**config.mk**
```make
export PLATFORM = sky130hd
export DESIGN_NAME = serial_word_capture
export DESIGN_NICKNAME = d
export VERILOG_FILES = /design/src/rtl/serial_word_capture.sv
export SDC_FILE = /design/constraint.sdc
export NUM_CORES = 1
export LEC_CHECK = 0
export CAP_MARGIN = 20
export CELL_PAD_IN_SITES_DETAIL_PLACEMENT = 0
export CELL_PAD_IN_SITES_GLOBAL_PLACEMENT = 1
export CORE_ASPECT_RATIO = 1.1
export CORE_UTILIZATION = 30
export DETAILED_ROUTE_END_ITERATION = 16
export HOLD_SLACK_MARGIN = 0.1
export PLACE_DENSITY = 0.69
export REMOVE_ABC_BUFFERS = 1
export SYNTH_ARGS = -nofsm -noshare
export SYNTH_HDL_FRONTEND = slang
export SYNTH_SLANG_ARGS = --single-unit
```
**constraint.sdc**
```tcl
create_clock -name clk -period 1.4 [get_ports clk]
set_input_delay 0.28 -clock clk [delete_from_list [all_inputs] [get_ports clk]]
set_output_delay 0.28 -clock clk [all_outputs]
set_load 0.02 [all_outputs]
```
**src/rtl/serial_word_capture.sv**
```systemverilog
// serial_word_capture: MSB-first serial-to-parallel capture with a
// double-buffered output word and a valid/ready handshake.
// Optional feature macro: SWC_PARITY_CHECK_EN (one even-parity bit per frame).
module serial_word_capture #(
    parameter int WIDTH = 8
) (
    input  logic                          clk,
    input  logic                          reset,
    input  logic                          din,
    input  logic                          din_valid,
    output logic [WIDTH-1:0]              word_out,
    output logic                          word_valid,
    input  logic                          word_ready,
    output logic [$clog2(WIDTH+2)-1:0]    bit_count,
    output logic                          overrun,
    output logic                          parity_err
);

`ifdef SWC_PARITY_CHECK_EN
    localparam int FRAME = WIDTH + 1;
`else
    localparam int FRAME = WIDTH;
`endif
    localparam int CW = $clog2(WIDTH + 2);
    localparam logic [CW-1:0] LAST = CW'(FRAME - 1);

    logic [WIDTH-1:0] shifter;
    logic [WIDTH-1:0] next_word;
    logic             last;
    logic             data_bit;
    logic             accept_word;

    assign last        = din_valid && (bit_count == LAST);
    // A completed word is taken only if the output slot is free or being drained.
    assign accept_word = last && (!word_valid || word_ready);

`ifdef SWC_PARITY_CHECK_EN
    logic next_par;
    // Parity bit is the final frame bit and never enters the shifter.
    assign data_bit  = din_valid && (bit_count < CW'(WIDTH));
    assign next_word = shifter;
    assign next_par  = (^shifter) ^ din;
`else
    assign data_bit  = din_valid;
    assign next_word = {shifter[WIDTH-2:0], din};
`endif

    // Count accepted bits, wrapping to zero on the frame's last bit.
    always_ff @(posedge clk or posedge reset) begin
        if (reset)
            bit_count <= '0;
        else if (din_valid)
            bit_count <= last ? '0 : bit_count + CW'(1);
    end

    // Shift data bits in at bit 0 so the first bit ends up as the MSB.
    always_ff @(posedge clk or posedge reset) begin
        if (reset)
            shifter <= '0;
        else if (data_bit)
            shifter <= {shifter[WIDTH-2:0], din};
    end

    // Output word register, handshake and sticky overrun.
    always_ff @(posedge clk or posedge reset) begin
        if (reset) begin
            word_out   <= '0;
            word_valid <= 1'b0;
            overrun    <= 1'b0;
        end else begin
            if (accept_word) begin
                word_out   <= next_word;
                word_valid <= 1'b1;
            end else if (word_valid && word_ready) begin
                word_valid <= 1'b0;
            end
            if (last && word_valid && !word_ready)
                overrun <= 1'b1;
        end
    end

`ifdef SWC_PARITY_CHECK_EN
    // Parity status travels with the word it describes; dropped words leave it alone.
    always_ff @(posedge clk or posedge reset) begin
        if (reset)
            parity_err <= 1'b0;
        else if (accept_word)
            parity_err <= next_par;
    end
`else
    assign parity_err = 1'b0;
`endif

endmodule

```
* Yosys cells after proc, flatten, opt, wreduce, memory -nomap -nowiden
Cells that the tools add are included.
** Cells by class
- $add $sub $neg :: 1
- Reductions and logical operators :: 9
- Mux-type cells :: 3
- Equal/unequal tests :: 1
** Operators with widths (count)
- logical AND 1 bit :: 5
- adder 4 x 1 -> 4 bit, second input constant :: 1
- == test 4 x 3 -> 1 bit, second input constant :: 1
- 2-to-1 mux 4 bit :: 1
- logical NOT 1 bit :: 2
- 2-to-1 mux 1 bit :: 2
- nonzero test 2 bit :: 1
- logical OR 1 bit :: 1
** Word-level totals
- Logic and storage cells :: 19
- Input port bits :: 5
- Register bits after elaboration :: 21
- Output and inout port bits :: 15

* Longest topological paths before layout
- Depth after elaboration :: 4
- Gate-level depth with buffers :: 5
- Mapped depth without buffers :: 4

* Least setup slack after synthesis
OpenSTA, ideal clock, no wires.
- Path type :: reg2reg
- From :: register bit_count[0]
- To :: register word_out[0]
- Library setup time :: 0.125 ns
- Buffers on the path :: 1
- Stages on the path, launching flop included :: 6
- Data arrival time :: 1.453 ns
- Required time :: 1.275 ns
- Slack :: -0.178 ns
- Cells stage by stage :: dfrtp_1 ha_1 nand4b_4 nor2b_4 buf_12 mux2_4
** On the way
- Word-level cells in the longest chain between the ends :: 3
** RTL lines
- start, declared :: RTL line 14 : output logic [$clog2(WIDTH+2)-1:0] bit_count,
- start signal, assigned :: RTL line 53 : bit_count <= last ? '0 : bit_count + CW'(1);
- == test 4 x 3 -> 1 bit :: RTL line 33 : assign last = din_valid && (bit_count == LAST);
- logical AND 1 bit :: RTL line 33
- logical AND 1 bit :: RTL line 35 : assign accept_word = last && (!word_valid || word_ready);
- end signal, assigned :: RTL line 72 : word_out <= next_word;
- end, declared :: RTL line 11 : output logic [WIDTH-1:0] word_out,
No other way between the ends.
A chain may end at the register's enable or synchronous reset.

* Final worst setup path
- From :: register bit_count[1]
- To :: register word_out[3]
The elaborated chain is that of the path after synthesis.

==> results.py <==
metrics = {
    "critical_path": {
        "path_cells": "ha_2 -> nand4b_4 -> nor2b_4 -> buf_12 -> mux2_4",
        "critPathKind": "reg -> reg",
        "critPathMaxFanout": 8,
        "cp.arrival_ps": 1600,
        "cp-end-kind": "flop",
        "worst_setup_path_start_kind": "flop",
        "path_buf_inv": 1,
        "worst-endpoint-required_ps": 1590,
        "r2r-start": "bit_count[1]",
        "r2r_cells": 5,
        "endpoint": "word_out[3]",
        "cp.depth": 5,
        "reg2reg_slack_ps": -5,
        "crit_path_max_incr_delay_ps": 380,
        "cp-startpoint": "bit_count[1]",
        "cp_slowest_cell": "dfrtp_1",
        "crit_family": "flip-flops",
        "r2r_end": "word_out[3]",
    },
    "flow_run": {
        "max_cap_violations": 0,
    },
    "sta": {
        "period_needed_ps": 1400,
        "setup_viol": 6,
        "fin_skew_ps": 4.80,
        "rsz0062_at_grt": "true",
        "slew_violations": 0,
        "fin_crit_sh_pct": 100,
        "setup_ws_ps": -4.83,
        "max_freq_ghz": 0.712,
        "whs_ps": 292,
        "final_hold_viol_count": 0,
    },
    "global_routing": {
        "grt_pass1_wl_um": 2180,
        "grt_max_degree": 22,
        "overflow": 0,
        "grt_usage_pct": 9.88,
        "antenna_found_initial": 0,
        "grt_pass1_vias": 484,
    },
    "placement": {
        "hpwl_um": 966,
        "place_inst": 110,
        "gp_congestion": 0.651,
        "io_buffers": 18,
        "dpl_cell_area_um2": 1140,
    },
    "yosys": {
        "synth_top_area_share_pct": 59.1,
        "ys_seq_elements": 21,
        "synth-main-ff-cell": "dfrtp_1",
        "syn_inst": 55,
        "synth_area_um2": 890,
        "synth_area_leader_cell": "dfrtp_1",
        "ys_types": 20,
        "synth.top_cells.by_count": "dfrtp_1 (21), mux2_2 (8), mux2_4 (8)",
        "ys_seq_area_share_pct": 59.1,
        "synthTopCellsByArea": "dfrtp_1 (59%), mux2_4 (14%), mux2_2 (10%)",
        "synth.most_common_cell": "dfrtp_1",
        "async_reset_ff_share_pct": 100,
        "ys_warn_count": 0,
        "synth_edf_count": 0,
        "avgSynthCellArea_um2": 16.2,
    },
    "cells_and_area": {
        "stdcell_count": 115,
        "nets": 89,
        "area_growth_pct": 30.0,
        "layout-drive-gt1-share_pct": 39.0,
        "fillers": 287,
        "multiInputGateArea_um2": 330,
        "register_area_um2": 526,
        "stdcell_area_um2": 1160,
        "antenna_cells": 0,
    },
    "pwr": {
        "p_leak_nw": 0.573,
        "ir_drop_v": 0.00100,
        "power.density_nw_per_um2": 2020,
    },
    "clock_network": {
        "cts_max_path_buffers": 2,
        "clk_pin_slew_ps": 110,
        "numClockSinks": 21,
        "cts.root.buffer_cell": "clkbuf_4",
        "cts_made_buffers": 3,
        "clk_latency_ps": 290,
        "h-tree-depth": 1,
        "cts_tree": "built",
        "postCtsHoldBufs": 0,
    },
    "detailed_routing": {
        "drc": 0,
        "vias": 500,
        "detail-route-antenna-nets": 0,
        "vias_per_cell": 4.35,
        "totalWireLength_um": 1390,
        "routedWlPerCell_um": 12.1,
        "drt_first_pass_iters": 2,
        "drt-initial-drc-count": 4,
    },
    "floorplanning": {
        "die-height_um": 59.1,
        "start_util_pct": 31.7,
        "rows": 20,
        "die_area_um2": 3190,
        "io_pins": 20,
        "die_width_um": 53.9,
        "core_area_um2": 2800,
    },
    "worst_hold_path": {
        "hp-class": "in -> async",
    },
    "status": {
        "outcome": "finished, violations left",
        "violations": "negative setup slack",
    },
}
worst reg2reg max path, cell delays in order (launching register included):
cell and delay [ps]:
dfrtp_1 380, ha_2 210, nand4b_4 120, nor2b_4 150, buf_12 140, mux2_4 300
flip-flops by register name, summed over array words and instances (netlist names):
name,flops
bit_count,4
overrun,1
shifter,7
word_out,8
word_valid,1
stage by stage:
step	setup TNS, ps	setup WS (ps)	power, mW	utilization, %
CTS	-219	-29.7	2.38	41.4
detailed placement	-3070	-274	2.20	40.8
global route	-412	-55.8	2.47	41.3
finish	-17.4	-4.83	2.33	41.3
global placement	-2770	-247	2.19	40.8
floorplan	-1770	-221	1.64	-
layout by cell type (no fill, tap or decap), types with 2 or more instances in the layout:
master,n
dfrtp_1,21
dlygate4sd2_1,11
mux2_4,8
mux2_2,8
buf_4,7
clkdlybuf4s50_1,4
clkbuf_4,3
nand2_1,2
what timing repair did:
item,CTS,global route
setup buffers,0,1
setup endpoints to repair,22,11
pin swaps,0,1
resized for setup,19,2
where the power goes:
group / leakage (nW) / internal, mW / switching (mW)
sequential: 0.256 / 0.840 / 0.155
combinational: 0.302 / 0.575 / 0.475
clock: 0.0150 / 0.111 / 0.174
logic make-up after synthesis:
kind of cell    share of synthesized area, %
flops                                   59.1
compound gates                          1.69
fa+ha+maj                               1.41
buf+inv                                 4.08
simple gates                            7.74
other cells                            0.422
xor+xnor                                1.97
mux                                     23.6
layer usage:
| metal | vias up | wire (µm) | share of wire, % | global-route usage (%) |
|---|---|---|---|---|
| li1 | 239 | - | - | - |
| met2 | 17 | 646 | 46 | 13.9 |
| met5 | - | 0 | 0 | 0 |
| met1 | 242 | 657 | 47 | 14.1 |
| met4 | 0 | 19 | 1.4 | 4.51 |
| met3 | 2 | 69 | 5.0 | 2.31 |
layout make-up:
| cell class | count | share of cell area (%) |
|---|---|---|
| clock buffers | 4 | 2.27 |
| multi-input cells | 30 | 28.6 |
| well taps | 33 | 3.57 |
| inverters | 1 | 0.325 |
| repair buffers | 26 | 19.8 |
| flip-flops and latches | 21 | 45.5 |
worst min-delay path by stage:
stage,startpoint,end,slack (ps),depth (start not counted)
after floorplan,reset,bit_count[0],260,1
after global placement,overrun,overrun,460,1
after detailed placement,overrun,overrun,460,1
after CTS,reset,bit_count[2],300,3
after global routing,reset,bit_count[1],330,3
final,reset,bit_count[1],290,3
Note: power is estimated with default switching activity, not from simulation.
